$ cat src/rtl/pixel_scan_ctrl.sv
// Frame scanner: per pixel one memory read (FETCH), then present L/A/B with coordinates (PUSH).
// Best case 2 cycles per pixel; a late rd_ack or a low out_ready holds the current state and outputs.
module pixel_scan_ctrl #(
  parameter int H_ACTIVE = 640,
  parameter int V_ACTIVE = 480,
  parameter int ADDR_W   = 20
) (
  input  logic              clk50,
  input  logic              rst,
  input  logic              start,
  input  logic              cont_mode,
  input  logic              abort,
  output logic              rd_req,
  output logic [ADDR_W-1:0] rd_addr,
  input  logic              rd_ack,
  input  logic [31:0]       rd_L,
  input  logic [31:0]       rd_A,
  input  logic [31:0]       rd_B,
  output logic              out_valid,
  input  logic              out_ready,
  output logic [31:0]       out_L,
  output logic [31:0]       out_A,
  output logic [31:0]       out_B,
  output logic [11:0]       Pixel_Col_cnt,
  output logic [11:0]       Pixel_Row_cnt,
  output logic              pixel_tick,
  output logic              frame_start,
  output logic              frame_done,
  output logic              busy
);

  typedef enum logic [1:0] {
    IDLE  = 2'd0,
    FETCH = 2'd1,
    PUSH  = 2'd2,
    DONE  = 2'd3
  } state_t;

  typedef struct packed {
    logic [31:0] l;
    logic [31:0] a;
    logic [31:0] b;
  } lab_t;

  localparam logic [11:0] COL_LAST = 12'(H_ACTIVE - 1);
  localparam logic [11:0] ROW_LAST = 12'(V_ACTIVE - 1);

  state_t      state, state_nxt;
  lab_t        pix_q;
  logic [11:0] col_q, row_q;
  logic [ADDR_W-1:0] addr_q;
  logic        rd_fire, out_fire, clr_cnt, adv_cnt, enter_fetch, last_pix;

  assign last_pix = (col_q == COL_LAST) && (row_q == ROW_LAST);

  always_ff @(posedge clk50) begin
    if (rst) begin
      state <= IDLE;
    end else begin
      state <= state_nxt;
    end
  end

  // abort overrides every handshake, so a simultaneous rd_ack or out_ready has no effect
  always_comb begin
    state_nxt   = state;
    rd_req      = 1'b0;
    out_valid   = 1'b0;
    frame_done  = 1'b0;
    busy        = (state != IDLE);
    rd_fire     = 1'b0;
    out_fire    = 1'b0;
    clr_cnt     = 1'b0;
    adv_cnt     = 1'b0;
    enter_fetch = 1'b0;
    case (state)
      IDLE: begin
        clr_cnt = 1'b1;
        if (start && !abort) begin
          state_nxt   = FETCH;
          enter_fetch = 1'b1;
        end
      end
      FETCH: begin
        rd_req = 1'b1;
        if (abort) begin
          state_nxt = IDLE;
        end else if (rd_ack) begin
          rd_fire   = 1'b1;
          state_nxt = PUSH;
        end
      end
      PUSH: begin
        out_valid = 1'b1;
        if (abort) begin
          state_nxt = IDLE;
        end else if (out_ready) begin
          out_fire = 1'b1;
          if (last_pix) begin
            state_nxt = DONE;
          end else begin
            adv_cnt   = 1'b1;
            state_nxt = FETCH;
          end
        end
      end
      DONE: begin
        frame_done = !abort;
        clr_cnt    = 1'b1;
        if (abort) begin
          state_nxt = IDLE;
        end else if (cont_mode) begin
          state_nxt   = FETCH;
          enter_fetch = 1'b1;
        end else begin
          state_nxt = IDLE;
        end
      end
      default: state_nxt = IDLE;
    endcase
  end

  always_ff @(posedge clk50) begin
    if (rst) begin
      col_q       <= '0;
      row_q       <= '0;
      addr_q      <= '0;
      pix_q       <= '0;
      pixel_tick  <= 1'b0;
      frame_start <= 1'b0;
    end else begin
      pixel_tick  <= out_fire;
      frame_start <= enter_fetch;
      if (rd_fire) begin
        pix_q <= '{l: rd_L, a: rd_A, b: rd_B};
      end
      // linear address tracks the raster walk incrementally instead of row*H_ACTIVE+col
      if (clr_cnt) begin
        col_q  <= '0;
        row_q  <= '0;
        addr_q <= '0;
      end else if (adv_cnt) begin
        addr_q <= addr_q + ADDR_W'(1);
        if (col_q == COL_LAST) begin
          col_q <= '0;
          row_q <= row_q + 12'd1;
        end else begin
          col_q <= col_q + 12'd1;
        end
      end
    end
  end

  assign rd_addr       = addr_q;
  assign out_L         = pix_q.l;
  assign out_A         = pix_q.a;
  assign out_B         = pix_q.b;
  assign Pixel_Col_cnt = col_q;
  assign Pixel_Row_cnt = row_q;

endmodule
$ cat config.mk
export PLATFORM = sky130hd
export DESIGN_NAME = pixel_scan_ctrl
export DESIGN_NICKNAME = d
export VERILOG_FILES = /design/src/rtl/pixel_scan_ctrl.sv
export SDC_FILE = /design/constraint.sdc
export NUM_CORES = 1
export LEC_CHECK = 0
export CAP_MARGIN = 20
export CORE_AREA = 2 2 120 122
export DETAILED_ROUTE_END_ITERATION = 10
export DIE_AREA = 0 0 122 124
export GPL_TIMING_DRIVEN = 0
export PLACE_DENSITY = 0.9
export SLEW_MARGIN = 30
export SYNTH_ARGS = -nofsm -noshare
export SYNTH_HDL_FRONTEND = slang
export SYNTH_SLANG_ARGS = --single-unit
$ cat constraint.sdc
create_clock -name clk50 -period 2.9 [get_ports clk50]
set_input_delay 0.58 -clock clk50 [delete_from_list [all_inputs] [get_ports clk50]]
set_output_delay 0.58 -clock clk50 [all_outputs]
set_load 0.01 [all_outputs]
* After elaboration in Yosys (flattened, before gate mapping)
Index checks and enable logic that the tools add are counted.
W data, S select, Z words.
** Cells by class
- Equal/unequal tests :: 8
- Reduce and logical (&&, ||, !) cells :: 10
- Add/sub/neg operators :: 3
- Multiplexer cells :: 26
- Bitwise operators :: 1
** Operator list (number)
- $add A12 B1 Y12 const B :: 2
- $add A20 B1 Y20 const B :: 1
- $mux W1 :: 17
- $eq A12 B10 Y1 const B :: 1
- $eq A12 B9 Y1 const B :: 1
- $mux W12 :: 1
- $mux W2 :: 6
- $pmux W2 S4 :: 1
- $ne A3 B3 Y1 const B :: 2
- $eq A2 B2 Y1 const B :: 2
- $reduce_or A2 Y1 :: 2
- $reduce_and A3 Y1 :: 1
- $reduce_or A3 Y1 :: 1
- $eq A2 B1 Y1 const B :: 1
- $logic_and A1 B1 Y1 :: 2
- $logic_not A2 Y1 :: 1
- $ne A2 B2 Y1 const B :: 1
- $pmux W1 S2 :: 1
- $reduce_and A2 Y1 :: 1
- $reduce_bool A2 Y1 :: 1
- $logic_not A1 Y1 :: 1
- $not A1 Y1 :: 1
** Storage, ports and cells
- Bits of input ports :: 103
- Output and inout bits :: 146
- Flip-flop bits (word level) :: 144
- Word-level logic and storage cells :: 57

* Logic depth before layout (Yosys ltp)
Gate-level depths: netlist (run 1).
- Depth after elaboration :: 7
- Mapped depth :: 9
- Depth with buffers taken out :: 7

* Worst setup path before layout (run 1)
OpenSTA, ideal clock, no wires.
- Kind :: reg2reg
- Start :: register col_q[7] (netlist: Pixel_Col_cnt[7])
- End :: register row_q[11] (netlist: Pixel_Row_cnt[11])
- Arrival time :: 2.478 ns
- Path slack :: 0.352 ns
- Cell stages (with the launch flop) :: 8
- Clock period less this slack :: 2.548 ns
- Buffers on the path :: 2
- Setup time :: 0.071 ns
- Data required time :: 2.829 ns
- Path through :: dfxtp_1 > or4_1 > or4_1 > buf_2 > or3_1 > clkbuf_2 > or3_1 > a21oi_1
** Between the ends
- Cells in the longest elaborated chain, start to end :: 7
** RTL lines
- start: declaration :: line 50 : logic [11:0] col_q, row_q;
- start signal: assignment :: line 148 : col_q <= col_q + 12'd1;
- $eq A12 B10 Y1 (*) :: line 54, 144
- $logic_and A1 B1 Y1 :: line 54 : assign last_pix = (col_q == COL_LAST) && (row_q == ROW_LAST);
- $mux W1 :: line 99 : if (last_pix) begin
- $mux W1 :: line 97 : end else if (out_ready) begin
- $mux W1 :: line 95 : if (abort) begin
- $mux W1 :: line 76 : case (state)
- $reduce_and A2 Y1 (no line) (*)
- end signal: assignment :: line 146 : row_q <= row_q + 12'd1;
- end: declaration :: line 50
Mark *: on every way between the ends. The rest lies on a longest branch, timed or not.
A chain may end at the register's enable or synchronous reset.

* Worst setup path after layout (run 1)
- Start :: register col_q[7] (netlist: Pixel_Col_cnt[7])
- End :: register row_q[7] (netlist: Pixel_Row_cnt[7])
Same word-level chain as after synthesis.

==> run summary, run 1 <==
===============================================================================================
Result of the run                                                                  finished clean
Final antenna-violating net count                                                             0
Reg-to-reg startpoint                                                              Pixel_Col_cnt[7]$_SDFFE_PP0P_
Mean instance size in the synthesized netlist                                         7.99 um^2
Die footprint                                                                        15100 um^2
Fraction of power consumed by combinational cells                                         11.1%
Sinks on the clock net                                                                      144
Least-Margin Pin Slew                                                                    829 ps
Maximum number of pins on one net before global-route repair                                 17
P_leak                                                                                  2.94 nW
DR iter-0 viols                                                                             364
Class of the worst hold path                                                            reg2reg
Max-slew violations                                                                           0
Minimum clock period after layout                                                       2770 ps
Seq cells post-synth                                                                        144
Cts-stage hold buffer count                                                                   0
Clock network latency to the later pin of the worst-skew pair                            410 ps
Slew margin rel.                                                                          44.3%
CTS tree                                                                                  built
End of the worst register-to-register path                                         Pixel_Row_cnt[7]$_SDFFE_PP0P_
Rows                                                                                         43
Number of primary I/O pins                                                                  249
Share of async-settable or async-resettable flops after synthesis                            0%
YS warnings                                                                                   0
Area leader, netlist                                                               sky130_fd_sc_hd__dfxtp_1
Final wirelength                                                                       17600 um
Highest achievable clock rate                                                         0.361 GHz
EDFF count, synth                                                                             0
Signal arrival time at the worst endpoint                                               3110 ps
Endpoint required time on the critical path                                             3240 ps
Number of H-tree levels                                                                       4
Critical-path cell with the highest stage delay                                    sky130_fd_sc_hd__or4_1
Placer Congestion                                                                         0.851
Area of the core                                                                     13700 um^2
Share of the clock period used by the worst path after layout                             95.5%
GRT Util Overall                                                                          22.7%
Post-Syn Nets                                                                               817
Internal reg-to-reg setup slack                                                          130 ps
Worst Reg-to-Reg Cells                                                                        7
Floorplan die height                                                                     124 um
Number of unique standard cell types used by synthesis                                       38
Detail-routed net length per standard cell                                              15.1 um
Post-layout net count                                                                      1084
Endpoints failing hold                                                                        0
Cells along the critical path                                                      or4_1 > or4_1 > buf_2 > or3_1 > clkbuf_2 > or3_1 > a21oi_1
Vias                                                                                       5894
Internal Dissipation                                                                    3.41 mW
Total DRC errors in the routed layout                                                         0
Inserted Clock Buffers                                                                       17
Sequential fraction of design power                                                       46.2%
Highest cell delay on the worst timing path                                              570 ps
Area grow syn2layout                                                                      57.2%
CTS Root Buffer Type                                                               sky130_fd_sc_hd__clkbuf_16
Clock skew after layout                                                                 6.15 ps
Setup CP Type                                                                           reg2reg
Number of detailed-route iterations in the first pass                                         6
Switch share                                                                              23.4%
Commonest register cell after synthesis                                            sky130_fd_sc_hd__dfxtp_1
Fraction of final layout cells sized beyond drive strength 1                              3.46%
Routed vias/inst                                                                           5.06
Post-CTS repair timing setup buffer count                                                     0
Critical Path Start                                                                Pixel_Col_cnt[7]$_SDFFE_PP0P_
Worst setup slack after placement                                                       -556 ps
Largest driver fanout on the critical path                                                    8
Syn Inst Count                                                                              707
Reported max-cap violation count                                                              0
Buffers added on ports                                                                      248
Clock Power Share                                                                         42.7%
Worst setup EP type                                                                        flop
Top cells by area in the synthesized netlist                                       sky130_fd_sc_hd__dfxtp_1 (51%), sky130_fd_sc_hd__nand2_1 (14%), sky130_fd_sc_hd__a21oi_1 (9.5%), sky130_fd_sc_hd__xor2_1 (3.1%), sky130_fd_sc_hd__nor2_1 (2.9%)
Total power consumption of the routed design                                            4.45 mW
Final design instance area without fill                                               8890 um^2
Yosys top cell area share                                                                 51.0%
Number of fill cells in the layout                                                         1127
Sequential cell area fraction in the yosys report                                         51.0%
Overflow after GRT                                                                            0
Synthesized area                                                                      5650 um^2
Number of cells upsized or downsized after cts                                                2
Unrepaired setup endpoints after global routing                                              no
Worst-case setup margin in the final layout                                              130 ps
Ratio of total power to cell area                                                   501 nW/um^2
Via count of the first global-routing pass                                                 5593
Initial Utilization                                                                       41.2%
X dimension of the die                                                                   122 um
Critical Path Start Type                                                                   flop
Global-route wire length before repair                                                 26900 um
Most frequent cell after synthesis                                                 sky130_fd_sc_hd__nand2_1
Diode insertion count for antenna repair                                                      0
Setup-violating endpoint count in the final report                                            0
Switching power of the nets                                                             1.04 mW
Destination of the critical timing path                                            Pixel_Row_cnt[7]$_SDFFE_PP0P_
Clk buf depth                                                                                 2
Final design utilization                                                                  64.8%
Top cells by count, synth                                                          sky130_fd_sc_hd__nand2_1 (206), sky130_fd_sc_hd__dfxtp_1 (144), sky130_fd_sc_hd__a21oi_1 (107)
Clock input transition at the sequential cells of the worst setup and hold paths          60 ps
Post-detailed-placement half-perimeter wirelength                                      12900 um
Worst vdd rail ir drop                                                                 0.322 mV
Standard cell area after detailed placement                                           8360 um^2
Antenna violations before repair                                                              0
===============================================================================================
==> how the worst min path moves through the flow <==
stage / from / end / cells after the start / slack (ps)
6_report: out_A[23]$_SDFFE_PP0P_ / out_A[23]$_SDFFE_PP0P_ / 2 / 450
5_1_grt: out_A[24]$_SDFFE_PP0P_ / out_A[24]$_SDFFE_PP0P_ / 2 / 470
4_1_cts: out_L[28]$_SDFFE_PP0P_ / out_L[28]$_SDFFE_PP0P_ / 2 / 450
3_5_place_dp: out_B[9]$_SDFFE_PP0P_ / out_B[9]$_SDFFE_PP0P_ / 2 / 450
3_3_place_gp: out_L[10]$_SDFFE_PP0P_ / out_L[10]$_SDFFE_PP0P_ / 2 / 440
2_1_floorplan: out_A[0]$_SDFFE_PP0P_ / out_A[0]$_SDFFE_PP0P_ / 2 / 480
==> cells by family (layout without fill, tap and decap cells) <==
group	Yosys count	in the layout	synth area share, %
buffers and inverters	56	333	3.83
flip-flops	144	144	51.0
AO/OA/AOI/OAI	145	145	13.9
XOR/XNOR	30	30	4.65
adder cells (fa/ha/maj)	7	7	1.55
multiplexers	2	2	0.354
AND/OR/NAND/NOR	323	323	24.7
==> metal layers <==
| metal | routed length, um | vias to the layer above | share of wire [%] | track usage [%] |
|---|---|---|---|---|
| li1 | - | 2903 | - | - |
| met1 | 6890 | 2695 | 39 | 25.6 |
| met2 | 8660 | 268 | 49 | 37.5 |
| met3 | 1690 | 28 | 9.6 | 10.6 |
| met4 | 325 | 0 | 1.9 | 8.62 |
| met5 | 0 | - | 0 | 0 |
==> layout make-up <==
cell class              instances  area [um^2]  share of cell area, %
inverters                      10         37.5                  0.422
clock inverters                 7         40.0                  0.451
repair buffers                248         2480                   27.9
plain buffers                  46          179                   2.01
multi-input cells             507         2570                   29.0
well taps                     180          225                   2.53
flip-flops and latches        144         2880                   32.4
clock buffers                  22          464                   5.22
==> registers in the layout, summed over array words and instances, names as in the netlist <==
name / cells
out_B: 32
pixel_tick: 1
Pixel_Row_cnt: 12
out_L: 32
Pixel_Col_cnt: 12
out_A: 32
state: 2
rd_addr: 20
frame_start: 1
==> worst max-delay path, delay by kind of cell, from the launching register on <==
| kind | cells | cell delay, ps |
|---|---|---|
| AO/OA/AOI/OAI | 1 | 140 |
| buffers and inverters | 2 | 360 |
| flip-flops | 1 | 360 |
| AND/OR/NAND/NOR | 4 | 1830 |
==> per-stage QoR <==
stage	TNS, ps	hold WS, ps	instances
6_report	0	451	1164
5_1_grt	0	468	1164
4_1_cts	0	453	1164
3_5_place_dp	-7240	446	1135
3_3_place_gp	-5880	440	1135
2_1_floorplan	0	481	707
==> power groups by stage <==
stage | Sequential [mW] | Clock [mW] | Combinational [mW]
3_3_place_gp | 2.10 | 0 | 0.486
3_5_place_dp | 2.10 | 0 | 0.491
6_report | 2.06 | 1.90 | 0.494
5_1_grt | 2.06 | 2.04 | 0.537
4_1_cts | 2.06 | 1.93 | 0.496
2_1_floorplan | 2.12 | 0 | 0.164
==> layout by cell type (no fill, tap or decap), drive strengths merged, types with 2 or more instances in the layout <==
| cell | netlist | layout |
|---|---|---|
| clkdlybuf4s50 | 0 | 248 |
| nand2 | 206 | 206 |
| dfxtp | 144 | 144 |
| a21oi | 107 | 107 |
| clkbuf | 38 | 60 |
| nor2 | 44 | 44 |
| xor2 | 20 | 20 |
| o21ai | 17 | 17 |
| nand3 | 12 | 12 |
| inv | 10 | 10 |
| xnor2 | 10 | 10 |
| o211ai | 10 | 10 |
| nor3 | 10 | 10 |
| nand4 | 9 | 9 |
| or3 | 9 | 9 |
| buf | 8 | 8 |
| ha | 7 | 7 |
| nor4 | 7 | 7 |
| nand2b | 5 | 5 |
| or4 | 5 | 5 |
| o2111ai | 5 | 5 |
| clkinv | 0 | 5 |
| and4 | 3 | 3 |
| and2 | 3 | 3 |
| nand3b | 2 | 2 |
| and3b | 2 | 2 |
| and3 | 2 | 2 |
| o31ai | 2 | 2 |
| mux2i | 2 | 2 |
| clkinvlp | 0 | 2 |
(Power assumes the default switching activity.)
==> run 2, diff against run 1 <==
--- a/config.mk
+++ b/config.mk
@@ -11,7 +11,6 @@
 export DIE_AREA = 0 0 122 124
 export GPL_TIMING_DRIVEN = 0
 export PLACE_DENSITY = 0.9
-export SLEW_MARGIN = 30
 export SYNTH_ARGS = -nofsm -noshare
 export SYNTH_HDL_FRONTEND = slang
 export SYNTH_SLANG_ARGS = --single-unit
==> run 2 against run 1 <==
Compared with the run above: cell count unchanged; clock power about the same; critical path depth unchanged; global-route usage unchanged; sequential share of layout area about the same; register-to-register slack better by 30 ps; critical path type is now in2reg; largest power group unchanged.
==> run summary, run 2 (synthesis results as in run 1) <==
===============================================================================================
Worst vdd rail ir drop                                                                 0.322 mV   about the same
CTS tree                                                                                  built   unchanged
Area of the core                                                                     13700 um^2   unchanged
Endpoint required time on the critical path                                             3240 ps   about the same
Initial Utilization                                                                       41.2%   unchanged
Number of primary I/O pins                                                                  249   unchanged
Slew margin rel.                                                                          34.6%   was 44.3%
Largest driver fanout on the critical path                                                   10   was 8
Final wirelength                                                                       17500 um   was 17600 um
Inst Count DP                                                                              1135   unchanged
Worst setup EP type                                                                        flop   unchanged
Floorplan die height                                                                     124 um   unchanged
Buffers added on ports                                                                      248   unchanged
Reported max-cap violation count                                                              0   unchanged
Endpoints failing hold                                                                        0   unchanged
Max-slew violations                                                                           0   unchanged
Global-route wire length before repair                                                 26900 um   unchanged
Routed vias/inst                                                                           5.05   was 5.06
Post-detailed-placement half-perimeter wirelength                                      12900 um   unchanged
Inserted Clock Buffers                                                                       17   unchanged
Setup CP Type                                                                            in2reg   was reg2reg
Die footprint                                                                        15100 um^2   unchanged
Signal arrival time at the worst endpoint                                               3090 ps   was 3110 ps
Number of detailed-route iterations in the first pass                                         5   was 6
Fraction of power consumed by combinational cells                                         11.1%   about the same
Class of the worst hold path                                                            reg2reg   unchanged
Clock input transition at the sequential cells of the worst setup and hold paths          60 ps   about the same
Antenna violations before repair                                                              0   unchanged
Overflow after GRT                                                                            0   unchanged
X dimension of the die                                                                   122 um   unchanged
P_leak                                                                                  2.94 nW   about the same
Clock network latency to the later pin of the worst-skew pair                            410 ps   about the same
Ratio of total power to cell area                                                   502 nW/um^2   was 501 nW/um^2
Setup-violating endpoint count in the final report                                            0   unchanged
Total DRC errors in the routed layout                                                         0   unchanged
Switch share                                                                              23.5%   was 23.4%
Switching power of the nets                                                             1.05 mW   was 1.04 mW
Maximum number of pins on one net before global-route repair                                 17   unchanged
Via count of the first global-routing pass                                                 5593   unchanged
Internal Dissipation                                                                    3.41 mW   about the same
CTS Root Buffer Type                                                               sky130_fd_sc_hd__clkbuf_16   unchanged
Most common cell after layout, fill and taps aside                                 sky130_fd_sc_hd__clkdlybuf4s50_1   unchanged
Commonest non-fill, non-tap cells in the layout                                    sky130_fd_sc_hd__clkdlybuf4s50_1 (248), sky130_fd_sc_hd__nand2_1 (206), sky130_fd_sc_hd__dfxtp_1 (144)   unchanged
Rows                                                                                         43   unchanged
Clock skew after layout                                                                 6.88 ps   was 6.15 ps
Number of H-tree levels                                                                       4   unchanged
GRT Util Overall                                                                          22.7%   unchanged
Final Non-Filler Cells                                                                     1164   unchanged
Sinks on the clock net                                                                      144   unchanged
Placer Congestion                                                                         0.851   unchanged
Post-layout net count                                                                      1084   unchanged
Sequential fraction of design power                                                       46.1%   was 46.2%
Final antenna-violating net count                                                             0   unchanged
Cts-stage hold buffer count                                                                   0   unchanged
Detail-routed net length per standard cell                                              15.1 um   about the same
DR iter-0 viols                                                                             344   was 364
Vias                                                                                       5883   was 5894
Minimum clock period after layout                                                       2740 ps   was 2770 ps
Diode insertion count for antenna repair                                                      0   unchanged
Fraction of final layout cells sized beyond drive strength 1                              3.35%   was 3.46%
Unrepaired setup endpoints after global routing                                              no   unchanged
Result of the run                                                                  finished clean   unchanged
Share of the clock period used by the worst path after layout                             94.6%   was 95.5%
Least-Margin Pin Slew                                                                    972 ps   was 829 ps
Clk buf depth                                                                                 2   unchanged
Clock Power Share                                                                         42.8%   was 42.7%
Critical Path Start Type                                                             input port   was flop
Area grow syn2layout                                                                      57.1%   was 57.2%
Highest achievable clock rate                                                         0.365 GHz   was 0.361 GHz
Final design utilization                                                                  64.7%   was 64.8%
===============================================================================================
-- run 2: cell types whose count changed in the layout (fill, tap and decap cells not counted) --
| cell | change |
|---|---|
| sky130_fd_sc_hd__nor4_2 | -1 |
| sky130_fd_sc_hd__nor4_1 | +1 |
-- run 2: worst max-delay path: stages --
cell and delay, ps:
sky130_fd_sc_hd__clkdlybuf4s50_1 460, sky130_fd_sc_hd__clkbuf_1 230, sky130_fd_sc_hd__nand3b_1 490, sky130_fd_sc_hd__nor3_4 420
sky130_fd_sc_hd__o21ai_0 270, sky130_fd_sc_hd__or4_1 460, sky130_fd_sc_hd__a21oi_1 160
-- run 2: worst paths after layout --
check / startpoint / to / slack [ps] / cells after the start
setup / recovery: abort / rd_addr[19]$_SDFFE_PP0P_ / 160 / 7
hold / removal: out_A[23]$_SDFFE_PP0P_ / out_A[23]$_SDFFE_PP0P_ / 450 / 2
setup reg to reg: Pixel_Col_cnt[7]$_SDFFE_PP0P_ / Pixel_Row_cnt[7]$_SDFFE_PP0P_ / 160 / 7
hold reg to reg: out_A[23]$_SDFFE_PP0P_ / out_A[23]$_SDFFE_PP0P_ / 450 / 2
-- run 2: layer usage --
metal	wire [um]	up-vias	global-route usage (%)
met5	0	-	0
li1	-	2904	-
met1	6760	2675	25.6
met4	374	0	8.62
met3	1800	33	10.6
met2	8590	271	37.5
-- run 2: power by group through the flow --
stage	Sequential [mW]	Clock, mW	Combinational (mW)
final	2.06	1.91	0.495
after detailed placement	2.10	0	0.491
after CTS	2.06	1.93	0.496
after global routing	2.06	2.04	0.537
after global placement	2.10	0	0.486
after floorplan	2.12	0	0.164
-- run 2: area by class of cell --
type	count	area [um^2]
sequential	144	2880
timing repair buffer	248	2480
buffer	46	179
inverter	10	37.5
tap	180	225
multi-input combinational	507	2570
clock inverter	7	40.0
clock buffer	22	464
fill	1127	4840
-- run 2: what timing repair did --
action / CTS / global route
resized for setup: 2 / 1
setup buffers: 0 / 0
gates cloned: 0 / 0
endpoints found under the setup margin: 2 / 1
-- run 2: stage by stage --
| step | setup WS, ps | hold WS [ps] | TNS (ps) | area (um^2) | power, mW |
|---|---|---|---|---|---|
| floorplan | 352 | 481 | 0 | 5650 | 2.28 |
| global placement | -554 | 440 | -5880 | 8360 | 2.58 |
| detailed placement | -556 | 446 | -7240 | 8360 | 2.59 |
| CTS | 99.9 | 453 | 0 | 8870 | 4.49 |
| global route | 0.744 | 468 | 0 | 8880 | 4.64 |
| finish | 157 | 451 | 0 | 8880 | 4.46 |
==> run 3, diff against run 2 <==
--- a/config.mk
+++ b/config.mk
@@ -11,6 +11,7 @@
 export DIE_AREA = 0 0 122 124
 export GPL_TIMING_DRIVEN = 0
 export PLACE_DENSITY = 0.9
+export SLEW_MARGIN = 10
 export SYNTH_ARGS = -nofsm -noshare
 export SYNTH_HDL_FRONTEND = slang
 export SYNTH_SLANG_ARGS = --single-unit
==> results of run 3 <==
Final layout, timing and power as in run 2 (identical DEF).
